[src/rtl/seq_div_32bit_pkg.sv]
// Shared ALU definitions: opcodes, divider FSM states, iteration count.
// Imported by the divider top and its helpers.
package seq_div_32bit_pkg;

    localparam logic [3:0] ALU_ADD  = 4'h0;
    localparam logic [3:0] ALU_SUB  = 4'h1;
    localparam logic [3:0] ALU_AND  = 4'h2;
    localparam logic [3:0] ALU_OR   = 4'h3;
    localparam logic [3:0] ALU_XOR  = 4'h4;
    localparam logic [3:0] ALU_MUL  = 4'h8;
    localparam logic [3:0] ALU_MULU = 4'h9;
    localparam logic [3:0] ALU_DIV  = 4'hA;
    localparam logic [3:0] ALU_DIVU = 4'hB;

    localparam int DIV_ITERS = 32;

    typedef enum logic [1:0] {
        S_IDLE = 2'd0,
        S_DIV  = 2'd1,
        S_FIX  = 2'd2,
        S_DONE = 2'd3
    } div_state_t;

endpackage

[src/rtl/seq_div_32bit_negate.sv]
// Two's-complement negate: 32-bit bitwise inverter followed by +1.
// Used for operand magnitudes and for result sign fix.
module negate_32bit (
    input  logic [31:0] a,
    output logic [31:0] y
);

    logic [31:0] inv;

    assign inv = ~a;
    assign y   = inv + 32'd1;

endmodule

[src/rtl/seq_div_32bit.sv]
// Sequential restoring divider, signed/unsigned, fixed 35-cycle latency.
// Operands are converted to magnitudes, divided, then sign-fixed.
module seq_div_32bit
    import seq_div_32bit_pkg::*;
#(
    parameter int WIDTH = 32
) (
    input  logic             clk,
    input  logic             reset,
    input  logic             start,
    input  logic             is_signed,
    input  logic [WIDTH-1:0] dividend,
    input  logic [WIDTH-1:0] divisor,
    output logic             busy,
    output logic             done,
    output logic [WIDTH-1:0] quotient,
    output logic [WIDTH-1:0] remainder,
    output logic             div_zero
);

    div_state_t  state;
    logic [5:0]  cnt;
    logic        a_neg;
    logic        b_neg;
    logic        zero_q;
    logic [31:0] a_raw;
    logic [31:0] b_mag;
    logic [31:0] qr;
    logic [31:0] rr;
    logic [31:0] q_fix;
    logic [31:0] r_fix;

    logic [31:0] a_inv_in;
    logic [31:0] b_inv_in;
    logic [31:0] a_mag_in;
    logic [31:0] b_mag_in;
    logic [31:0] q_neg;
    logic [31:0] r_neg;
    logic [32:0] shifted;
    logic [32:0] diff;

    negate_32bit u_neg_a (.a(dividend), .y(a_inv_in));
    negate_32bit u_neg_b (.a(divisor),  .y(b_inv_in));
    negate_32bit u_neg_q (.a(qr),       .y(q_neg));
    negate_32bit u_neg_r (.a(rr),       .y(r_neg));

    assign a_mag_in = (is_signed && dividend[31]) ? a_inv_in : dividend;
    assign b_mag_in = (is_signed && divisor[31])  ? b_inv_in : divisor;

    // One restoring step: shift in next dividend bit, subtract via add of ~d + 1.
    assign shifted = {rr, qr[31]};
    assign diff    = shifted + {1'b1, ~b_mag} + 33'd1;

    // Divider FSM, datapath registers and registered outputs.
    always_ff @(posedge clk) begin
        if (reset) begin
            state     <= S_IDLE;
            cnt       <= '0;
            a_neg     <= 1'b0;
            b_neg     <= 1'b0;
            zero_q    <= 1'b0;
            a_raw     <= '0;
            b_mag     <= '0;
            qr        <= '0;
            rr        <= '0;
            q_fix     <= '0;
            r_fix     <= '0;
            busy      <= 1'b0;
            done      <= 1'b0;
            quotient  <= '0;
            remainder <= '0;
            div_zero  <= 1'b0;
        end else begin
            done <= 1'b0;
            unique case (state)
                S_IDLE: begin
                    // the cycle showing done is IDLE but must not accept
                    if (start && !done) begin
                        a_raw  <= dividend;
                        a_neg  <= is_signed && dividend[31];
                        b_neg  <= is_signed && divisor[31];
                        zero_q <= (divisor == '0);
                        qr     <= a_mag_in;
                        b_mag  <= b_mag_in;
                        rr     <= '0;
                        cnt    <= '0;
                        busy   <= 1'b1;
                        state  <= S_DIV;
                    end
                end
                S_DIV: begin
                    rr  <= diff[32] ? shifted[31:0] : diff[31:0];
                    qr  <= {qr[30:0], ~diff[32]};
                    cnt <= cnt + 6'd1;
                    if (cnt == 6'(DIV_ITERS - 1)) begin
                        state <= S_FIX;
                    end
                end
                S_FIX: begin
                    if (zero_q) begin
                        q_fix <= '1;
                        r_fix <= a_raw;
                    end else begin
                        q_fix <= (a_neg ^ b_neg) ? q_neg : qr;
                        r_fix <= a_neg ? r_neg : rr;
                    end
                    state <= S_DONE;
                end
                S_DONE: begin
                    quotient  <= q_fix;
                    remainder <= r_fix;
                    div_zero  <= zero_q;
                    done      <= 1'b1;
                    busy      <= 1'b0;
                    state     <= S_IDLE;
                end
                default: state <= S_IDLE;
            endcase
        end
    end

endmodule

[config.mk]
export PLATFORM = sky130hd
export DESIGN_NAME = seq_div_32bit
export DESIGN_NICKNAME = d
export VERILOG_FILES = /design/src/rtl/seq_div_32bit_pkg.sv /design/src/rtl/seq_div_32bit_negate.sv /design/src/rtl/seq_div_32bit.sv
export SDC_FILE = /design/constraint.sdc
export NUM_CORES = 1
export LEC_CHECK = 0
export BUFFER_PORTS_ARGS = -buffer_cell sky130_fd_sc_hd__buf_4
export CAP_MARGIN = 15
export CORE_MARGIN = 2
export CORE_UTILIZATION = 50
export CTS_CLUSTER_DIAMETER = 200
export CTS_CLUSTER_SIZE = 24
export DETAILED_ROUTE_END_ITERATION = 6
export GPL_TIMING_DRIVEN = 0
export HOLD_SLACK_MARGIN = 0.15
export PLACE_DENSITY_LB_ADDON = 0.1
export SETUP_SLACK_MARGIN = 0.15
export SYNTH_ARGS = -nofsm -noshare
export SYNTH_HDL_FRONTEND = slang
export SYNTH_SLANG_ARGS = --single-unit
[constraint.sdc]
create_clock -name clk -period 2.85 [get_ports clk]
set_input_delay 0.4275 -clock clk [delete_from_list [all_inputs] [get_ports clk]]
set_output_delay 0.4275 -clock clk [all_outputs]
set_load 0.1 [all_outputs]
==> out/results.txt <==
register clock-pin slew on the reported worst setup and hold paths -> 0.11 ns
via count of the first global-routing pass -> 12518
average wire per standard cell -> 19.22 um
number of enable-type register cells in the synthesized netlist -> 0
minimum setup slack in the final design -> -0.02014 ns
clock period minus worst slack -> 2.870 ns
clock latency of the later-clocked register in the worst-skew pair -> 0.52 ns
number of remaining DRC errors -> 0
data arrival at the endpoint of the critical path -> 3.28 ns
worst hold margin -> 0.1862 ns
total routing usage reported by global routing -> 28.53%
path type of the worst min-delay path -> input port to flip-flop
global route total overflow -> 0
post-placement setup slack -> -0.4533 ns
async set-reset flop share out of synthesis -> 0%
initial antenna violation count -> 1
die span in y -> 174.0 um
endpoint kind of the worst setup timing path -> flip-flop
Core ar. -> 28630 um^2
final hold viol count -> 0
leading cell type by number of instances after synthesis -> sky130_fd_sc_hd__dfxtp_1
unrepaired setup endpoints after global routing -> yes
average cell area after synthesis -> 8.290 um^2
total detailed-routing wirelength -> 44350 um
most repeated library cell on the critical path -> sky130_fd_sc_hd__buf_12
global-route wire length before repair -> 69340 um
Leak -> 6.506 nW
critical-path cell list -> ha_1 > a21oi_1 > or3_1 > nand3_2 > nor2_4 > o21ai_4 > a31oi_4 > xnor2_4 > buf_12 > buf_12 > a222oi_1 > nor2_1
Final ANT Viol Nets -> 0
count of unique library cells instantiated by Yosys -> 69
max cap viols -> 0
number of register bits inferred by synthesis -> 270
share of Yosys cell area claimed by the top area cell type -> 37.39%
Relative slew margins -> 29.96%
HPWL reported at the end of detailed placement -> 34060 um
warnings from Yosys -> 0
number of instances in the synthesized netlist -> 1744
number of max-slew violations in the final report -> 0
maximum achievable frequency -> 348.4 MHz
cell type contributing the most total cell area after synthesis -> sky130_fd_sc_hd__dfxtp_1
kind of start point of the critical path -> flip-flop
number of iterations in the first detailed-routing pass -> 7
setup violators final -> 4
combined area of all synthesized cells -> 14460 um^2
net count after synthesis -> 1855
TritonCTS clock tree -> yes
area growth from synthesis to layout -> 18.24%
worst clock skew -> 0.04021 ns
# nets final -> 2033
Vias/cell -> 5.728
starting utilization of the core area -> 50.51%
die footprint -> 30290 um^2
commonest cells in the netlist -> sky130_fd_sc_hd__dfxtp_1, sky130_fd_sc_hd__nor2_1, sky130_fd_sc_hd__nand2_1, sky130_fd_sc_hd__mux2i_1, sky130_fd_sc_hd__a21oi_1
pwr/cell area -> 763.7 nW/um^2
die outline width -> 174.0 um
status -> finished with violations
kind of critical path -> flip-flop to flip-flop
Critical-path top delay cell -> sky130_fd_sc_hd__ha_1
initial drt markers -> 1089
post-route core utilization -> 59.72%
transition time of the tightest slew-check pin -> 1.051 ns
worst stage delay on the critical path -> 0.43 ns
Top FF cell, synth -> sky130_fd_sc_hd__dfxtp_1
total via count in the routed design -> 13215
WP data required -> 3.26 ns
site row count -> 62
Routability Congestion -> 0.9119
sequential share of the synthesized area -> 37.39%
number of ports placed on the die boundary -> 135
cts bufs inserted -> 15
VDD IR-drop max -> 517.5 uV
deepest clock path buffer count -> 3
cell types with the largest area share after synthesis -> sky130_fd_sc_hd__dfxtp_1, sky130_fd_sc_hd__mux2i_1, sky130_fd_sc_hd__nor2_1
final critical-path share of the clock period -> 100.7%
number of clock sinks -> 270
H-tree depth -> 1
failing checks -> setup timing
share of post-route cells with drive strength above 1 -> 15.24%
# port buffers -> 133
largest net degree at the start of global routing -> 25
CTS Root Buffer Type -> sky130_fd_sc_hd__clkbuf_16
Post-CTS Hold Fix Bufs -> 0
maximum net fanout on the critical path -> 6
==> power by group <==
| group | leakage (nW) | internal [W] | switching (W) |
|---|---|---|---|
| registers | 2.20 | 0.00436 | 0.000501 |
| logic | 4.10 | 0.00235 | 0.00355 |
| clock network | 0.199 | 0.000978 | 0.00131 |
==> registers in the layout (all words and copies together) (netlist names) <==
register   count
q_fix         32
busy           1
qr            32
remainder     32
quotient      32
rr            32
r_fix         32
a_neg          1
a_raw         32
zero_q         1
b_neg          1
state          2
b_mag         32
div_zero       1
done           1
cnt            6
==> final cells by class <==
class	count	area, um^2
Fill cell	2646	11530
Multi-Input combinational cell	1298	8720
Sequential cell	270	5436
Timing Repair Buffer	161	1290
Buffer	113	523.0
Tap cell	384	480.5
Clock buffer	15	375.4
Inverter	63	239.0
Clock inverter	2	28.78
Antenna cell	1	2.502
==> layer usage <==
metal	up-vias	part of all wire (%)	global-route usage, %
li1	6482	-	-
met1	6207	42	35.73
met2	430	48	49.83
met3	96	5.3	3.434
met4	0	4.6	11.55
met5	-	0	0
==> worst paths after layout <==
kind / from / to / slack, ns / cells after the start
max reg2reg: rr[8] / qr[0] / -0.02 / 12
max: rr[8] / qr[0] / -0.02 / 12
min: dividend[23] / a_raw[23] / 0.19 / 3
min reg2reg: a_raw[0] / a_raw[0] / 0.46 / 2
==> placed cells by master (no fill, tap or decap), types with 7 or more instances in the layout <==
master,count
sky130_fd_sc_hd__a211oi_1,37
sky130_fd_sc_hd__a21o_1,14
sky130_fd_sc_hd__a21oi_1,93
sky130_fd_sc_hd__a222oi_1,30
sky130_fd_sc_hd__and2_1,8
sky130_fd_sc_hd__buf_1,11
sky130_fd_sc_hd__buf_4,157
sky130_fd_sc_hd__clkbuf_1,85
sky130_fd_sc_hd__clkbuf_16,16
sky130_fd_sc_hd__dfxtp_1,249
sky130_fd_sc_hd__dfxtp_2,19
sky130_fd_sc_hd__ha_1,34
sky130_fd_sc_hd__inv_1,61
sky130_fd_sc_hd__mux2i_1,125
sky130_fd_sc_hd__nand2_1,181
sky130_fd_sc_hd__nand2b_1,18
sky130_fd_sc_hd__nand3_1,16
sky130_fd_sc_hd__nor2_1,245
sky130_fd_sc_hd__nor2b_1,8
sky130_fd_sc_hd__nor3_1,19
sky130_fd_sc_hd__nor4_1,10
sky130_fd_sc_hd__o21ai_0,58
sky130_fd_sc_hd__o21ai_1,35
sky130_fd_sc_hd__o21bai_1,8
sky130_fd_sc_hd__o22ai_1,29
sky130_fd_sc_hd__o31ai_1,27
sky130_fd_sc_hd__o41ai_1,11
sky130_fd_sc_hd__or3_1,11
sky130_fd_sc_hd__or4_1,8
sky130_fd_sc_hd__or4_4,7
sky130_fd_sc_hd__xnor2_1,70
sky130_fd_sc_hd__xor2_1,74
==> critical path, delay by kind of cell, from the launching register on <==
family	cells	cell delay, ns
AO/OA/AOI/OAI	4	0.75
AND/OR/NAND/NOR	4	0.68
XOR/XNOR	1	0.20
adder cells (fa/ha/maj)	1	0.43
buffers and inverters	2	0.29
flip-flops	1	0.42
==> per-stage QoR <==
stage          TNS [ns]  std cells  power, W  instance area (um^2)
6_report       -0.03288       2307   0.01306                 17100
5_1_grt          -3.668       2306   0.01383                 17090
4_1_cts               0       2295   0.01279                 16850
3_5_place_dp     -14.86       2261   0.01019                 15990
3_3_place_gp     -14.83       2261   0.01009                 15990
2_1_floorplan         0       1744  0.008724                 14510
==> kinds of logic (layout without fill, tap and decap cells) <==
group                    after synthesis  count (layout)  synth area share [%]
AO/OA/AOI/OAI                        400             400                 18.10
XOR/XNOR                             145             145                 8.914
adder cells (fa/ha/maj)               43              43                 3.773
buffers and inverters                176             354                 4.717
flip-flops                           270             270                 37.39
multiplexers                         125             125                 8.654
other                                  0               1                     0
AND/OR/NAND/NOR                      585             585                 18.46
==> what timing repair did <==
action | CTS | global route
setup endpoints to repair | 79 | 111
gates cloned | 2 | 1
pin swaps | 23 | 22
gates resized for setup | 82 | 51
setup buffers | 15 | 9
No activity file was read; power rests on OpenSTA's default activity.
